===== src/rtl/mem_bus_arbiter.sv =====
// Round-robin arbiter sharing one Avalon-MM master between fetch (I) and load/store (D).
// Latency: read done 3 cycles after grant sample, write done 2 cycles; +1 per waitrequest cycle.
// Backpressure: waitrequest freezes address/data/byteenable/strobe; requesters hold req until done.
module mem_bus_arbiter (
    input  logic        clk,
    input  logic        reset,

    // Instruction-fetch requester
    input  logic        i_req,
    input  logic [31:0] i_addr,
    output logic        i_done,
    output logic [31:0] i_rdata,

    // Load/store requester
    input  logic        d_req,
    input  logic        d_write,
    input  logic [31:0] d_addr,
    input  logic [31:0] d_wdata,
    input  logic [3:0]  d_byteenable,
    output logic        d_done,
    output logic [31:0] d_rdata,

    // Avalon-MM master
    output logic [31:0] address,
    output logic        read,
    output logic        write,
    output logic [31:0] writedata,
    output logic [3:0]  byteenable,
    input  logic        waitrequest,
    input  logic [31:0] readdata,

    output logic        busy
);

    localparam logic [2:0] ST_IDLE   = 3'd0;
    localparam logic [2:0] ST_I_BUS  = 3'd1;
    localparam logic [2:0] ST_I_RESP = 3'd2;
    localparam logic [2:0] ST_D_BUS  = 3'd3;
    localparam logic [2:0] ST_D_RESP = 3'd4;

    // Encoding of the port that received the most recent grant.
    localparam logic GRANT_I = 1'b0;
    localparam logic GRANT_D = 1'b1;

    logic [2:0] state;
    logic [2:0] next_state;
    logic       last_grant;
    logic       d_is_write;   // kind of the D transaction captured at grant

    logic       i_eligible;
    logic       d_eligible;
    logic       grant_i;
    logic       grant_d;

    // A port completing this cycle still has req high; mask it so it is not
    // immediately re-granted and the other port gets the bus first.
    assign i_eligible = i_req & ~i_done;
    assign d_eligible = d_req & ~d_done;

    // Tie-break favours the port that was not served last.
    assign grant_i = (state == ST_IDLE) && i_eligible &&
                     (!d_eligible || (last_grant == GRANT_D));
    assign grant_d = (state == ST_IDLE) && d_eligible &&
                     (!i_eligible || (last_grant == GRANT_I));

    assign busy = (state != ST_IDLE);

    // Next-state decode for the single-transaction sequencer.
    always_comb begin
        next_state = state;
        case (state)
            ST_IDLE: begin
                if (grant_i) begin
                    next_state = ST_I_BUS;
                end else if (grant_d) begin
                    next_state = ST_D_BUS;
                end
            end
            ST_I_BUS: begin
                if (!waitrequest) begin
                    next_state = ST_I_RESP;
                end
            end
            ST_I_RESP: begin
                next_state = ST_IDLE;
            end
            ST_D_BUS: begin
                if (!waitrequest) begin
                    // Stores complete on acceptance; loads wait for readdata.
                    next_state = d_is_write ? ST_IDLE : ST_D_RESP;
                end
            end
            ST_D_RESP: begin
                next_state = ST_IDLE;
            end
            default: begin
                next_state = ST_IDLE;
            end
        endcase
    end

    // State register; reset abandons any transaction in flight.
    always_ff @(posedge clk) begin
        if (reset) begin
            state <= ST_IDLE;
        end else begin
            state <= next_state;
        end
    end

    // Round-robin history and transaction-kind latch, both updated on grant.
    always_ff @(posedge clk) begin
        if (reset) begin
            last_grant <= GRANT_D;
            d_is_write <= 1'b0;
        end else if (grant_i) begin
            last_grant <= GRANT_I;
        end else if (grant_d) begin
            last_grant <= GRANT_D;
            d_is_write <= d_write;
        end
    end

    // Avalon address/data/byteenable: captured from the winning requester at
    // grant and held unchanged until the next grant, so stalls see stable fields.
    always_ff @(posedge clk) begin
        if (reset) begin
            address    <= 32'd0;
            writedata  <= 32'd0;
            byteenable <= 4'd0;
        end else if (grant_i) begin
            address    <= i_addr;
            byteenable <= 4'b1111;
        end else if (grant_d) begin
            address    <= d_addr;
            writedata  <= d_wdata;
            byteenable <= d_byteenable;
        end
    end

    // Avalon strobes: raised on grant, dropped once the slave accepts.
    // read and write are set mutually exclusively from the same grant decision.
    always_ff @(posedge clk) begin
        if (reset) begin
            read  <= 1'b0;
            write <= 1'b0;
        end else begin
            if (grant_i) begin
                read  <= 1'b1;
                write <= 1'b0;
            end else if (grant_d) begin
                read  <= ~d_write;
                write <= d_write;
            end else if (((state == ST_I_BUS) || (state == ST_D_BUS)) && !waitrequest) begin
                read  <= 1'b0;
                write <= 1'b0;
            end
        end
    end

    // Completion pulses and read-data capture; rdata holds between completions.
    always_ff @(posedge clk) begin
        if (reset) begin
            i_done  <= 1'b0;
            d_done  <= 1'b0;
            i_rdata <= 32'd0;
            d_rdata <= 32'd0;
        end else begin
            i_done <= 1'b0;
            d_done <= 1'b0;
            case (state)
                ST_I_RESP: begin
                    i_rdata <= readdata;
                    i_done  <= 1'b1;
                end
                ST_D_RESP: begin
                    d_rdata <= readdata;
                    d_done  <= 1'b1;
                end
                ST_D_BUS: begin
                    if (!waitrequest && d_is_write) begin
                        d_done <= 1'b1;
                    end
                end
                default: begin
                end
            endcase
        end
    end

endmodule


===== config.mk =====
export PLATFORM = sky130hd
export DESIGN_NAME = mem_bus_arbiter
export DESIGN_NICKNAME = d
export VERILOG_FILES = /design/src/rtl/mem_bus_arbiter.sv
export SDC_FILE = /design/constraint.sdc
export NUM_CORES = 1
export LEC_CHECK = 0
export CAP_MARGIN = 30
export CORE_AREA = 2 2 119 121
export CTS_CLUSTER_SIZE = 28
export DETAILED_ROUTE_END_ITERATION = 10
export DIE_AREA = 0 0 121 123
export PLACE_DENSITY = 0.85
export SYNTH_ARGS = -nofsm -noshare
export SYNTH_HDL_FRONTEND = slang
export SYNTH_SLANG_ARGS = --single-unit
export TNS_END_PERCENT = 20

===== constraint.sdc =====
create_clock -name clk -period 1.75 [get_ports clk]
set_input_delay 0.175 -clock clk [delete_from_list [all_inputs] [get_ports clk]]
set_output_delay 0.175 -clock clk [all_outputs]
set_load 0.01 [all_outputs]

==> impl_metrics.env <==
export IMPL_status="completed"
export IMPL_start_kind="flop"
export IMPL_grt_pass1_wl_mm=25.83
export IMPL_met1_usage_pct=24.77
export IMPL_cts_inserted_buffers=17
export IMPL_synthDistinctLibCells=29
export IMPL_setup_viol=0
export IMPL_gr_usage_met3_pct=8.441
export IMPL_fillers=1125
export IMPL_vias=5428
export IMPL_detail_route_antenna_nets=0
export IMPL_n_antenna_cell=0
export IMPL_drt_iter0_markers=292
export IMPL_worstHoldStart="reset"
export IMPL_r2r_slack_ns=0.10
export IMPL_slew_viol_final=0
export IMPL_clockBufferDepth=2
export IMPL_hold_path_depth=2
export IMPL_synth_warnings=0
export IMPL_synthAdderAreaFrac_pct=0
export IMPL_synth_cell_area_mm2=0.005234
export IMPL_nets=1064
export IMPL_synth_xor_area_share_pct=0
export IMPL_fin_util_pct=65.02
export IMPL_end_kind="flop"
export IMPL_clock_sinks=141
export IMPL_die_h_um=123
export IMPL_r2r_start="state[2]"
export IMPL_fp_dieW_um=121
export IMPL_layout_cells_non_filler=1119
export IMPL_tightestPinTransition_ns=0.4431
export IMPL_route_detailed_drc=0
export IMPL_skew_ns=0.01518
export IMPL_seq_area_frac_synth_pct=53.93
export IMPL_max_freq_mhz=607.7
export IMPL_syn_inst=665
export IMPL_use_met2_pct=37.50
export IMPL_routedWlPerCell_um=14.82
export IMPL_required_ns=2.06
export IMPL_insertion_delay_ns=0.43
export IMPL_arrival_ns=1.96
export IMPL_grt_pass1_vias=5137
export IMPL_synth_nets=803
export IMPL_ys_seq_elements=141
export IMPL_cts_htree_levels=4
export IMPL_hold_ws_ns=0.2423
export IMPL_grt_max_degree=58
export IMPL_clk_pin_slew_ns=0.06
export IMPL_routed_wl_mm=16.59
export IMPL_start_util_pct=38.45
export IMPL_register_area_mm2=0.002823
export IMPL_clk_root_buffer_cell="clkbuf_16"
export IMPL_powerDensity_mw_per_mm2=1105
export IMPL_area_growth_pct=69.11
export IMPL_gp_congestion=0.8008
export IMPL_criticalPathCategory="reg -> reg"
export IMPL_busiest_layer="met2"
export IMPL_portBuffers=274
export IMPL_drive_above_1_share_pct=6.709
export IMPL_rr_endpoint="address[15]"
export IMPL_ff2ff_path_depth=6
export IMPL_track_usage_pct=21.99
export IMPL_hold_class="in -> reg"
export IMPL_rsz0062_at_grt="false"
export IMPL_dp_hpwl_mm=11.62
export IMPL_antenna_found_initial=0
export IMPL_period_share_pct=94.03
export IMPL_grt_overflow_total=0
export IMPL_period_minus_slack_ns=1.645
export IMPL_synth_top_family_by_area="simple AND/OR/NAND/NOR gates"
export IMPL_max_vdd_ir_drop_v=0.0006072
export IMPL_cts_tree="built"
export IMPL_ios=275
export IMPL_first_pass_iters=4
export IMPL_slew_headroom_pct=70.46
export IMPL_synthMuxAreaShare_pct=0
export IMPL_core_area_mm2=0.01361
export IMPL_placedCellCount=1086
export IMPL_num_rows=43
export IMPL_hold_violations=0
export IMPL_multi_input_area_mm2=0.002148
export IMPL_synthSimpleGateAreaFrac_pct=24.34
export IMPL_crit_fanout=34
export IMPL_via_per_inst=4.851
export IMPL_hold_end="byteenable[0]"
export IMPL_die_area_mm2=0.01488
export IMPL_synth_compound_area_share_pct=16.59
export IMPL_max_cap_violations=0
export IMPL_leakage_nw=3.194
export IMPL_syn_area_per_cell_um2=7.870
Yosys cell counts, drive strengths merged:
cell type | number | area (um2)
nand2 | 263 | 987.2
dfxtp | 141 | 2823
a21oi | 102 | 510.5
nor2 | 41 | 153.9
a311oi | 32 | 280.3
clkbuf | 32 | 120.1
buf | 23 | 137.6
nor3 | 7 | 46.30
nand3 | 4 | 25.02
a211oi | 3 | 35.03
inv | 3 | 11.26
and3 | 2 | 12.51
nor2b | 2 | 12.51
or3b | 2 | 17.52
a211o | 1 | 8.760
a31oi | 1 | 6.260
nand2b | 1 | 6.260
nand4 | 1 | 6.260
o21a | 1 | 7.510
o221a | 1 | 11.26
o311ai | 1 | 8.760
or3 | 1 | 6.260
cells in the final DEF, fill, tap and decap left out, drive strengths merged:
cell	n
dlygate4sd2	1
dfxtp	141
or3b	2
o21a	1
clkdlybuf4s50	272
nor3	7
clkinv	3
inv	4
o311ai	1
bufinv	4
a21oi	102
a31oi	1
clkinvlp	6
nand3	4
buf	24
clkbuf	18
or3	1
nand2b	1
a311oi	32
nor2b	2
and3	2
a211oi	3
a211o	1
nor2	41
nand4	1
o221a	1
nand2	263
worst max-delay path by stage:
stage	from	to	slack, ns	depth (start not counted)
after global placement	i_req	writedata[31]	-0.008	7
after detailed placement	d_req	address[22]	-0.08	6
after floorplan	state[1]	read	0.23	7
final	state[2]	address[15]	0.10	6
after global routing	state[2]	address[15]	0.02	6
after CTS	state[2]	address[3]	0.15	6
critical path: stages (launching register included):
cell      delay, ns
dfxtp_1        0.37
nor3_4         0.22
buf_4          0.17
and3_1         0.19
buf_12         0.20
nand2_1        0.07
a311oi_1       0.30
stage by stage:
| step | power, W | TNS, ns | instance area [um2] | worst slack, ns |
|---|---|---|---|---|
| after floorplan | 0.004782 | 0 | 5234 | 0.2329 |
| after global placement | 0.005963 | -0.1165 | 8213 | -0.008339 |
| after detailed placement | 0.006007 | -1.643 | 8213 | -0.08066 |
| after CTS | 0.009858 | 0 | 8851 | 0.1462 |
| after global routing | 0.01026 | 0 | 8851 | 0.01500 |
| final | 0.009784 | 0 | 8851 | 0.1045 |
final cells by class:
type | instances | area share, %
clock buffer | 18 | 4.962
clock inverter | 14 | 2.177
inverter | 3 | 0.1272
multi-input combinational | 466 | 24.27
sequential | 141 | 31.89
tap | 180 | 2.545
timing repair buffer | 297 | 34.03
where the power goes:
part / internal [W] / switching (W)
Sequential: 0.00353 / 0.000170
Clock: 0.00242 / 0.00142
Combinational: 0.00119 / 0.00105
registers in the layout, summed over array words and instances (netlist names):
name and count:
read 1, d_done 1, write 1, d_is_write 1
byteenable 4, writedata 32, address 32, i_done 1
d_rdata 32, i_rdata 32, last_grant 1, state 3
layer usage:
metal | wire, um | share of wire [%]
met1 | 6457 | 39
met2 | 8223 | 50
met3 | 1526 | 9.2
met4 | 379 | 2.3
met5 | 0 | 0
what timing repair did:
action                     CTS  global route
hold endpoints to repair     0             0
setup buffers                1             0
setup endpoints to repair    1             0
gates resized for setup      1             0
hold buffers                 0             0
cells by family after synthesis:
logic type / Yosys count
flops: 141
simple gates: 324
compound gates: 142
buf+inv: 58
(Power assumes the default switching activity.)
